$ cat src/rtl/pair_swap_stage.sv
// Two-word collect/exchange stage: gathers a pair into A/B, optionally swaps
// them on the second-word edge, then emits A then B over valid/ready.
module pair_swap_stage #(
    parameter int WIDTH = 8,
    parameter int CNT_W = 8
) (
    input  logic             clk,
    input  logic             rst_n,
    input  logic             in_valid,
    output logic             in_ready,
    input  logic [WIDTH-1:0] in_data,
    input  logic             swap_en,
    output logic             out_valid,
    input  logic             out_ready,
    output logic [WIDTH-1:0] out_data,
    output logic             out_first,
    output logic [CNT_W-1:0] swap_cnt
);

    typedef enum logic [1:0] {
        IDLE  = 2'd0,
        ONE   = 2'd1,
        EMIT1 = 2'd2,
        EMIT2 = 2'd3
    } state_t;

    state_t           state, state_nx;
    logic [WIDTH-1:0] reg_a, reg_b;
    logic             ld_first, ld_second, do_swap;

    always_comb begin
        state_nx  = state;
        in_ready  = 1'b0;
        out_valid = 1'b0;
        out_first = 1'b0;
        out_data  = '0;
        ld_first  = 1'b0;
        ld_second = 1'b0;
        case (state)
            IDLE: begin
                in_ready = 1'b1;
                if (in_valid) begin
                    ld_first = 1'b1;
                    state_nx = ONE;
                end
            end
            ONE: begin
                in_ready = 1'b1;
                if (in_valid) begin
                    ld_second = 1'b1;
                    state_nx  = EMIT1;
                end
            end
            EMIT1: begin
                out_valid = 1'b1;
                out_first = 1'b1;
                out_data  = reg_a;
                if (out_ready) state_nx = EMIT2;
            end
            EMIT2: begin
                out_valid = 1'b1;
                out_data  = reg_b;
                if (out_ready) state_nx = IDLE;
            end
            default: state_nx = IDLE;
        endcase
    end

    assign do_swap = ld_second & swap_en;

    always_ff @(posedge clk or negedge rst_n) begin
        if (!rst_n) state <= IDLE;
        else        state <= state_nx;
    end

    // Both registers sample pre-edge values, so the exchange is order-independent.
    always_ff @(posedge clk or negedge rst_n) begin
        if (!rst_n) begin
            reg_a <= '0;
            reg_b <= '0;
        end else if (ld_first) begin
            reg_a <= in_data;
        end else if (do_swap) begin
            reg_a <= in_data;
            reg_b <= reg_a;
        end else if (ld_second) begin
            reg_b <= in_data;
        end
    end

    always_ff @(posedge clk or negedge rst_n) begin
        if (!rst_n)       swap_cnt <= '0;
        else if (do_swap) swap_cnt <= swap_cnt + 1'b1;
    end

endmodule

$ cat config.mk
export PLATFORM = sky130hd
export DESIGN_NAME = pair_swap_stage
export DESIGN_NICKNAME = d
export VERILOG_FILES = /design/src/rtl/pair_swap_stage.sv
export SDC_FILE = /design/constraint.sdc
export NUM_CORES = 1
export LEC_CHECK = 0
export CAP_MARGIN = 20
export CORE_ASPECT_RATIO = 1.1
export CORE_MARGIN = 2
export CORE_UTILIZATION = 35
export CTS_CLUSTER_DIAMETER = 50
export DETAILED_ROUTE_END_ITERATION = 7
export PLACE_DENSITY = 0.72
export SKIP_LAST_GASP = 1
export SYNTH_ARGS = -nofsm -noshare
export SYNTH_HDL_FRONTEND = slang
export SYNTH_SLANG_ARGS = --single-unit
$ cat constraint.sdc
create_clock -name clk -period 1.8 [get_ports clk]
set_clock_uncertainty 0.15 [all_clocks]
set_input_delay 0.36 -clock clk [delete_from_list [all_inputs] [get_ports clk]]
set_output_delay 0.36 -clock clk [all_outputs]
set_load 0.005 [all_outputs]
==> results.tsv <==
stage	metric	value	unit
cts	cts_tree	yes	
timing	setup_ws	-118	ps
route	dr.pass1.iters	4	
route	drt_iter0_markers	50	
logic_synthesis	synth_edf_count	0	
cts	cts-root-buf	clkbuf_8	
timing	fmax	521	MHz
logic_synthesis	ys_seq_elements	26	
timing	rsz0062_at_grt	true	
pwr	peakVddDrop	0.512	mV
run_status	status	complete, but fails checks	
global_route	grt-ovfl-total	0	
logic_synthesis	ys_top_cells_by_area	dfrtp_1 50%, mux2_2 8.7%, mux2i_1 7.0%, ha_1 6.8%, a22o_1 5.4%	
logic_synthesis	async_flop_share	1.00	
layout	drive_above_1_share	0.426	
cts	clkTransAtPathRegs	90	ps
floorplanning	die_area	4200	um2
logic_synthesis	syn-num-nets	129	
setup_path	crit_path_top_delay_cell	dfrtp_1	
floorplanning	ios	32	
layout	design_area	2030	um2
logic_synthesis	yosys.area_share.simple	0.102	
logic_synthesis	synthXorXnorAreaFrac	0.0473	
global_route	grt_pass1_wl	4730	um
layout	final_cells	212	
setup_path	cp_cell_sequence	inv_2 > ha_4 > buf_4 > a22o_1 > buf_2	
setup_path	start_kind	flip-flop	
cts	h-tree-depth	1	
global_route	grt_pass1_vias	1037	
timing	final_hold_viol_count	0	
route	wl_per_cell	14.7	um
pwr	report.power.total	3.25	mW
setup_path	slowest_delay	430	ps
layout	layout_commonest_cell	dfrtp_1	
logic_synthesis	yosys.area.top_type	dfrtp_1	
logic_synthesis	seq_area_frac_synth	0.502	
setup_path	arrival	1410	ps
logic_synthesis	ys_types	25	
logic_synthesis	syn_avg_cell_area	11.9	um2
global_route	grt_usage	0.153	
logic_synthesis	muxShareOfSynthArea	0.157	
setup_path	critPathRequiredTime	1290	ps
global_route	grt_max_degree	27	
cts	cts.sinks	26	
floorplanning	die_y	67.8	um
timing	final_max_slew_viol_count	0	
setup_path	setup.worst_path.end_class	primary output	
layout	layout.nets	183	
logic_synthesis	synth_area	1290	um2
floorplanning	start_util	0.360	
logic_synthesis	synth-compound-area-share	0.0957	
placed_design	post-place-cells	200	
floorplanning	core	3600	um2
placed_design	placed_area	1750	um2
route	vias	1039	
layout	final_cell_mix	23 x dfrtp_1, 20 x clkdlybuf4s50_1, 13 x buf_4	
layout	insertedDiodeCount	0	
cts	numCtsBuffers	3	
pwr	power_density	1600	nW/um2
logic_synthesis	synthCells	109	
floorplanning	floorplan.rows	23	
placed_design	hpwl	2030	um
route	routed_wl	3120	um
global_route	antenna_found_initial	0	
timing	setup_viol	16	
logic_synthesis	yosysTopAreaCellShare	0.502	
setup_path	cp_max_fo	6	
route	antenna_left	0	
logic_synthesis	synth_ff_type	dfrtp_1	
logic_synthesis	synth_adder_area_share	0.0676	
timing	fin_crit	1920	ps
route	viasPerCell	4.90	
placed_design	globalplace.congestion	0.771	
setup_path	worstSetupPathType	flip-flop to primary output	
route	drcViolationCount	0	
placed_design	port_buffers	31	
timing	relSlewSlack	0.736	
run	cap_violations	0	
layout	syn2layout_area_growth	56.8	%
pwr	leakage	0.995	nW
setup_path	reg2regPathDepth	7	
run_status	violations	setup timing	
floorplanning	dieWidth	62.0	um
cts	cts_max_path_buffers	2	
logic_synthesis	yosys_warnings	0	
cts	clk_latency	270	ps
timing	fin_crit_sh	1.07	
worst_hold_path	hold_path.class	input pin to async pin	
timing	tightest_slew	395	ps
logic_synthesis	synth_top_family_by_area	multiplexers	
[Yosys cell counts, drive strengths merged (2+ instances only)]
master	count
dfrtp	26
mux2	10
nand2	10
mux2i	9
a22o	8
o21ai	8
ha	7
nand3	4
nor2	4
xor2	4
buf	3
inv	3
xnor2	3
nor3	2
[metrics by stage]
stage               setup slack (ps)  TNS (ps)  hold slack (ps)   util
floorplan                        148         0            -85.6      -
global placement                -171     -2000              309  0.486
detailed placement              -237     -2850              323  0.486
CTS                             -123     -1110              325  0.538
global route                    -171     -2350              337  0.565
finish                          -118     -1220              319  0.565
[repair_timing]
item                                    4_1_cts  5_1_grt
buffers inserted                              9        0
hold buffers                                  0        0
endpoints found under the setup margin       22       36
resized for setup                            75       23
pin swaps                                     6        6
[sequential cells by signal, indices dropped and copies added, names as in the netlist]
name      flops
reg_a         8
reg_b         8
state         2
swap_cnt      8
[layer usage]
| layer | wire length (um) | share of wire | global-route usage |
|---|---|---|---|
| met5 | 0 | 0 | 0 |
| met4 | 39 | 0.012 | 0.0559 |
| met3 | 145 | 0.046 | 0.0287 |
| met2 | 1660 | 0.53 | 0.268 |
| met1 | 1280 | 0.41 | 0.182 |
[final cells by class]
| cell class | count | area (um2) |
|---|---|---|
| clock buffer | 4 | 55.1 |
| fill | 309 | 1570 |
| inverter | 3 | 16.3 |
| multi-input combinational | 76 | 788 |
| sequential | 26 | 654 |
| tap | 50 | 62.6 |
| timing repair buffer | 53 | 454 |
[power by group]
part	total [mW]	switching, mW	leakage, nW	internal [mW]
registers	1.05	0.223	0.322	0.831
clock network	0.373	0.178	0.0288	0.195
logic	1.82	0.724	0.644	1.09
total	3.25	1.13	0.995	2.12
[cells by family (layout without fill, tap and decap cells)]
group	count (synthesis)	in the layout
flip-flops	26	26
AND/OR/NAND/NOR	25	25
multiplexers	19	19
AO/OA/AOI/OAI	18	18
adder cells (fa/ha/maj)	7	7
XOR/XNOR	7	7
buffers and inverters	7	60
[worst paths after layout]
kind,start,endpoint,slack [ps]
max in group asynchronous,rst_n,swap_cnt[2],910
min reg2reg,swap_cnt[7],swap_cnt[7],340
min,rst_n,swap_cnt[4],320
max reg2reg,state[0],reg_a[1],-80
min in group clk,swap_cnt[7],swap_cnt[7],340
max,state[0],out_data[0],-120
[worst max-delay path, delay by kind of cell (launching register included)]
family                   cells  cell delay (ps)
adder cells (fa/ha/maj)      1              180
flip-flops                   1              430
AO/OA/AOI/OAI                1              180
buffers and inverters        3              340
(Power assumes the default switching activity.)
